File: config.mk
export PLATFORM = sky130hd
export DESIGN_NAME = tff_mod_counter
export DESIGN_NICKNAME = d
export VERILOG_FILES = /design/src/rtl/tff_mod_counter_pkg.sv /design/src/rtl/tff_toggle_gen.sv /design/src/rtl/tff_mod_counter.sv
export SDC_FILE = /design/constraint.sdc
export NUM_CORES = 1
export LEC_CHECK = 0
export CORE_MARGIN = 3
export CORE_UTILIZATION = 41
export CTS_CLUSTER_SIZE = 16
export DETAILED_ROUTE_END_ITERATION = 6
export PLACE_DENSITY = 0.82
export RECOVER_POWER = 50
export SYNTH_ARGS = -nofsm -noshare
export SYNTH_HDL_FRONTEND = slang
export SYNTH_SLANG_ARGS = --single-unit
File: constraint.sdc
create_clock -name clk -period 2.6 [get_ports clk]
set_clock_uncertainty 0.1 [all_clocks]
set_input_delay 0.52 -clock clk [delete_from_list [all_inputs] [get_ports clk]]
set_output_delay 0.52 -clock clk [all_outputs]
set_load 0.005 [all_outputs]
File: src/rtl/tff_mod_counter_pkg.sv
// Shared constants and elaboration helpers for the T-type modulo-N counter.
package tff_mod_counter_pkg;

  localparam logic DIR_UP = 1'b1;
  localparam logic DIR_DN = 1'b0;

  // MODULUS must need no more than WIDTH bits to represent its full range.
  function automatic bit modulus_in_range(input int width, input int modulus);
    return (modulus >= 2) && ($clog2(modulus) <= width);
  endfunction

endpackage

File: src/rtl/tff_toggle_gen.sv
// Combinational toggle-mask generator: derives each bit's T input and the
// terminal-count flag from the current count and the control inputs.
module tff_toggle_gen
  import tff_mod_counter_pkg::*;
#(
  parameter int WIDTH   = 4,
  parameter int MODULUS = 10
) (
  input  logic [WIDTH-1:0] Q,
  input  logic             en,
  input  logic             up_dn,
  input  logic             load,
  input  logic [WIDTH-1:0] load_val,
  output logic [WIDTH-1:0] t_vec,
  output logic             tc
);

  localparam logic [WIDTH:0] MOD_EXT = (WIDTH+1)'(MODULUS);
  localparam logic [WIDTH:0] MOD_MAX = (WIDTH+1)'(MODULUS - 1);
  localparam logic [WIDTH:0] ONE_EXT = (WIDTH+1)'(1);

  logic [WIDTH:0] q_ext;
  logic [WIDTH:0] lv_ext;
  logic [WIDTH:0] next_ext;
  logic [WIDTH:0] t_ext;
  logic           carry_unused;

  assign q_ext  = {1'b0, Q};
  assign lv_ext = {1'b0, load_val};

  // The >= compare also steers an out-of-range count back to zero on an up step.
  always_comb begin
    next_ext = q_ext;
    if (load) begin
      next_ext = (lv_ext < MOD_EXT) ? lv_ext : MOD_MAX;
    end else if (en) begin
      if (up_dn == DIR_UP) begin
        next_ext = (q_ext >= MOD_MAX) ? '0 : q_ext + ONE_EXT;
      end else if (up_dn == DIR_DN) begin
        next_ext = (q_ext == '0) ? MOD_MAX : q_ext - ONE_EXT;
      end
    end
  end

  assign t_ext        = q_ext ^ next_ext;
  assign t_vec        = t_ext[WIDTH-1:0];
  assign carry_unused = t_ext[WIDTH];

  assign tc = en & ((up_dn == DIR_UP) ? (q_ext == MOD_MAX) : (q_ext == '0));

endmodule

File: src/rtl/tff_mod_counter.sv
// Modulo-N up/down counter built as a bank of T flip-flops driven by an
// exposed toggle mask, with a registered wrap pulse.
module tff_mod_counter
  import tff_mod_counter_pkg::*;
#(
  parameter int WIDTH   = 4,
  parameter int MODULUS = 10
) (
  input  logic             clk,
  input  logic             reset,
  input  logic             en,
  input  logic             up_dn,
  input  logic             load,
  input  logic [WIDTH-1:0] load_val,
  output logic [WIDTH-1:0] Q,
  output logic [WIDTH-1:0] QBar,
  output logic [WIDTH-1:0] t_vec,
  output logic             tc,
  output logic             wrap
);

  if (!modulus_in_range(WIDTH, MODULUS)) begin : g_bad_modulus
    $error("tff_mod_counter: MODULUS must satisfy 2 <= MODULUS <= 2**WIDTH");
  end

  tff_toggle_gen #(
    .WIDTH   (WIDTH),
    .MODULUS (MODULUS)
  ) u_toggle (
    .Q        (Q),
    .en       (en),
    .up_dn    (up_dn),
    .load     (load),
    .load_val (load_val),
    .t_vec    (t_vec),
    .tc       (tc)
  );

  // T-type update: every non-reset change to the count goes through t_vec.
  always_ff @(posedge clk) begin
    if (!reset) begin
      Q    <= '0;
      wrap <= 1'b0;
    end else begin
      Q    <= Q ^ t_vec;
      wrap <= tc & ~load;
    end
  end

  assign QBar = ~Q;

endmodule
# Word level (Yosys, flattened, before mapping)
# Cells that the tools add are included.
# W data, S select, Z words.
[totals]
reg_bits = 5
output_inout_bits = 14
elab_cells = 21
[classes]
add_sub_neg = 2
order_cmp = 2
n_eq_ne = 1
muxes = 7
bitwise_logic = 6
n_reduce_logical = 1
[ops]
columns = ["op", "n"]
rows = [
  ["$mux W4", 6],
  ["$xor A4 B4 Y4", 2],
  ["$logic_not A5 Y1", 1],
  ["$add A4 B1 Y4 const B", 1],
  ["$eq A4 B4 Y1 const B", 1],
  ["$ge A4 B4 Y1 const B", 1],
  ["$lt A4 B4 Y1 const B", 1],
  ["$not A4 Y4", 1],
  ["$sub A4 B1 Y4 const B", 1],
  ["$and A1 B1 Y1", 2],
  ["$mux W1", 1],
  ["$not A1 Y1", 1],
]

# Depth between registers and ports, before layout
[depth]
depth_word = 7
ltp_mapped = 7
mapped_depth_nobuf = 7

# Modules after synthesis
# Synthesis repeated with hierarchy kept, for this count alone.
[unflattened]
cells_unflattened = 74
area_unflattened_um2 = 576.8
[by_module_without_submodules]
columns = ["module", "n_inst", "cells_each", "area_each_um2"]
rows = [
  ["tff_toggle_gen", 1, 56, 392.9],
  ["tff_mod_counter", 1, 18, 183.9],
]

# Least setup slack after synthesis
# Ideal clock, no wire load.
[synth_timing]
path_type = "register to output"
startpoint = "register Q[1]"
endpoint = "output port t_vec[3]"
arrival_time_ns = 1.814
required_time_ns = 1.980
setup_slack_ns = 0.166
stages_incl_launch_ff = 8
path_buffers = 0
cell_sequence = "dfxtp_1 -> inv_1 -> ha_1 -> or3b_4 -> a21oi_1 -> nor4_1 -> a311oi_2 -> xnor2_1"
[synth_between]
elab_chain_cells = 6
word_cells_on_any_way = 10
classes_between = "2 x add/sub; 1 x order compare; 5 x mux; 1 x bitwise; 1 x reduce/logical"
[synth_rtl]
columns = ["item", "line_no", "source"]
rows = [
  ["start: declaration", "tff_mod_counter.sv:15", "output logic [WIDTH-1:0] Q,"],
  ["start signal: assignment", "tff_mod_counter.sv:45", "Q <= Q ^ t_vec;"],
  ["$sub A4 B1 Y4 (tied with other cells)", "tff_toggle_gen.sv:40", "next_ext = (q_ext == '0) ? MOD_MAX : q_ext - ONE_EXT;"],
  ["$mux W4 (on tied branches)", "tff_toggle_gen.sv:40, tff_toggle_gen.sv:38", ""],
  ["$mux W4 (*)", "tff_toggle_gen.sv:37", "if (up_dn == DIR_UP) begin"],
  ["$mux W4 (*)", "tff_toggle_gen.sv:36", "end else if (en) begin"],
  ["$mux W4 (*)", "tff_toggle_gen.sv:34", "if (load) begin"],
  ["$xor A4 B4 Y4 (*)", "tff_toggle_gen.sv:45", "assign t_ext = q_ext ^ next_ext;"],
  ["end: declaration", "tff_mod_counter.sv:17", "output logic [WIDTH-1:0] t_vec,"],
]
# Every way passes the cells marked *; elsewhere a longest branch is shown, timed or not.

# Final worst setup path
[layout_timing]
startpoint = "register Q[1]"
endpoint = "output port t_vec[1]"
[layout_between]
elab_chain_cells = 6
word_cells_on_any_way = 10
classes_between = "2 x add/sub; 1 x order compare; 5 x mux; 1 x bitwise; 1 x reduce/logical"
[layout_rtl]
columns = ["item", "line_no"]
rows = [
  ["$sub A4 B1 Y4 (tied with other cells)", "tff_toggle_gen.sv:40"],
  ["$mux W4 (on tied branches)", "tff_toggle_gen.sv:40, tff_toggle_gen.sv:38"],
  ["$mux W4", "tff_toggle_gen.sv:37"],
  ["$mux W4", "tff_toggle_gen.sv:36"],
  ["$mux W4", "tff_toggle_gen.sv:34"],
  ["$xor A4 B4 Y4 (*)", "tff_toggle_gen.sv:45"],
]
# Marks and branches as above.

==> metrics.txt <==
Syn Area/Cell=7.34 µm²; Cells after DPL=130; I/O Pins=23; post-synth cell types=35; Die X=42.9 µm; Slew Viols, Final=0; largest family of logic cells by synthesized area=simple AND/OR/NAND/NOR gates; simple logic cell fraction of the synthesized area=0.330; initial core utilization=0.470; total wire length=2290 µm; P_int=0.264 mW; Crit Path Category=flip-flop to output port; clk sinks=5; top post-synthesis cells by count=6 x inv_1, 5 x a21oi_1, 5 x dfxtp_1, 5 x nor2_1, 5 x nor3_1; Worst R2R End=Q[1]; ratio of cells with drive above 1 in the final layout=0.374; worst-case clock buffer depth=2; crit path max fanout=3; number of max-cap violations=0; number of synthesized register bits=5; Max Fclk=0.379 GHz; nets=137; post-route ant nets=0; Clock Latency Late Sink=0.25 ns; final core area utilization=0.881; crit path DAT=2.02 ns; grt total ovfl=0; initial antenna violation count=0; layout overhead on the synthesized area=87.2%; P_sw=0.144 mW; PwrDens=391 nW/µm²; worst path required time=1.98 ns; synthesized net count=89; Ant. Diodes=0; largest net degree at the start of global routing=12; worst hold start=Q[1]; CP Launch Type=flip-flop; CTS tree=done; Final min period=2.64 ns; vias per cell=5.99; Detailed Place HPWL=1560 µm; Post-route DRC=0; Design Area, Final=1040 µm²; Cells after Synth=76; port buffer count=22; RePlAce Congestion=0.854; Hold Fails Final Rpt=0; Final setup viols=1; first-pass GRT wire length=3420 µm; Critical R2R Launch=Q[1]; top-area cell type share of the netlist area=0.179; number of global-route vias before repair=752; Net Sw Frac=0.354; core footprint=1190 µm²; Setup crit end kind=output port; Worst-path clk slew=0.04 ns; Hold Path Sink=Q[1]; fin cells=137; Hold Slack=0.690 ns; Pre-antenna DRT Iters=4; status=finished, violations left; Leak=0.444 nW; H-tree levels=1; ys flop type=dfxtp_1; violated checks=setup timing; CTS buffer count=3; flop2flop setup slack=0.67 ns; Rel. slew slack=0.766; synth warn=0; EDFF count, synth=0; top-count cell post-synth=inv_1; total power=0.408 mW; largest area contributor in the netlist=dfxtp_1; DP Worst Slack=-0.413 ns; Hold Path Class=flip-flop to flip-flop; post-synthesis mux area share=0; clock network power share=0.239; DP Area=937 µm²; GRT Util Overall=0.248; CP startpoint=Q[1]; Synth Cell Area=558 µm²; vias after detailed routing=821; asr flop ratio synth=0; Synth Area in Adders=0.0897; root buffer cell=clkbuf_4; Rows=12; Synth Area in Compound Gates=0.287; wire per inst=16.7 µm; peak supply drop=0.000330 V; DR iter-0 viols=40; hold path cells=4; R2R cell count=8; ranking of synthesized cells by area=dfxtp_1 18%, ha_1 9.0%, a21oi_1 4.5%, nor3_1 4.5%, inv_1 4.0%; RSZ-0062 raised after global routing=true; Flop pwr share=0.223; PnR worst setup slack=-0.0370 ns; sequential fraction of the synthesis area=0.179; Least-Margin Pin Slew=0.348 ns; Synth Area in XOR/XNOR=0.0314; Setup TNS=-0.0370 ns; final period utilization=1.01; Die Height=42.9 µm; Gate power share=0.538; full die area=1840 µm²
power groups by stage:
stage	Sequential (mW)	Clock (mW)	Combinational, mW
6_report	0.0910	0.0976	0.220
5_1_grt	0.0921	0.104	0.235
4_1_cts	0.0902	0.100	0.200
3_5_place_dp	0.0906	0	0.194
3_3_place_gp	0.0905	0	0.186
2_1_floorplan	0.0905	0	0.0837
cell families (layout without fill, tap and decap cells):
family	Yosys count	in the layout
AND/OR/NAND/NOR	33	33
AO/OA/AOI/OAI	22	22
buffers and inverters	10	57
flip-flops	5	5
adder cells (fa/ha/maj)	4	4
XOR/XNOR	2	2
placed cells by master, fill, tap and decap left out, drive strengths merged, types with 2 or more instances in the layout:
cell type,count
clkbuf,4
dfxtp,5
nand2,4
xnor2,2
o31ai,2
buf,29
nor3,5
nand2b,2
inv,6
o311ai,2
or3b,2
dlygate4sd2,2
nor4,2
clkdlybuf4s50,16
o21a,2
and3,2
nor2b,3
o21ai,3
nor2,5
a21oi,5
nand3,3
ha,4
and2,2
how the worst max path moves through the flow:
stage                           to  slack (ns)  depth (start not counted)
after floorplan           t_vec[3]        0.17                          7
after global placement    t_vec[3]       -0.38                          6
after detailed placement  t_vec[3]       -0.41                          7
after CTS                 t_vec[0]       0.008                          8
after global routing      t_vec[1]       -0.15                          9
final                     t_vec[1]       -0.04                          9
critical path, stage by stage, from the launching register on:
cell and delay [ns]:
dfxtp_2 0.33, inv_4 0.07, buf_6 0.11, ha_4 0.14, nor3b_1 0.31, nor3_1 0.09, a31oi_1 0.28, nand4_1 0.15
o311ai_1 0.12, buf_2 0.18
routing by layer:
layer  track usage  vias to the layer above  wire length [µm]
li1              -                      372                 -
met1         0.293                      387               893
met2         0.416                       52              1140
met3        0.0847                       10               191
met4        0.0745                        0                63
met5             0                        -                 0
layout make-up:
class                           instances  area, µm²
Tap cell                               14       17.5
Clock buffer                            4       26.3
Timing Repair Buffer                   47        400
Sequential cell                         5        105
Fill cell                              67        141
Inverter                                6       27.5
Multi-Input combinational cell         61        468
registers in the layout (all words and copies together) (netlist names):
register  flops
Q             4
wrap          1
what timing repair did:
action	4_1_cts	5_1_grt
setup endpoints to repair	5	4
pin swaps	5	6
gates resized for setup	29	13
hold buffers	0	0
buffers inserted	2	1
Note: power is estimated with default switching activity, not from simulation.
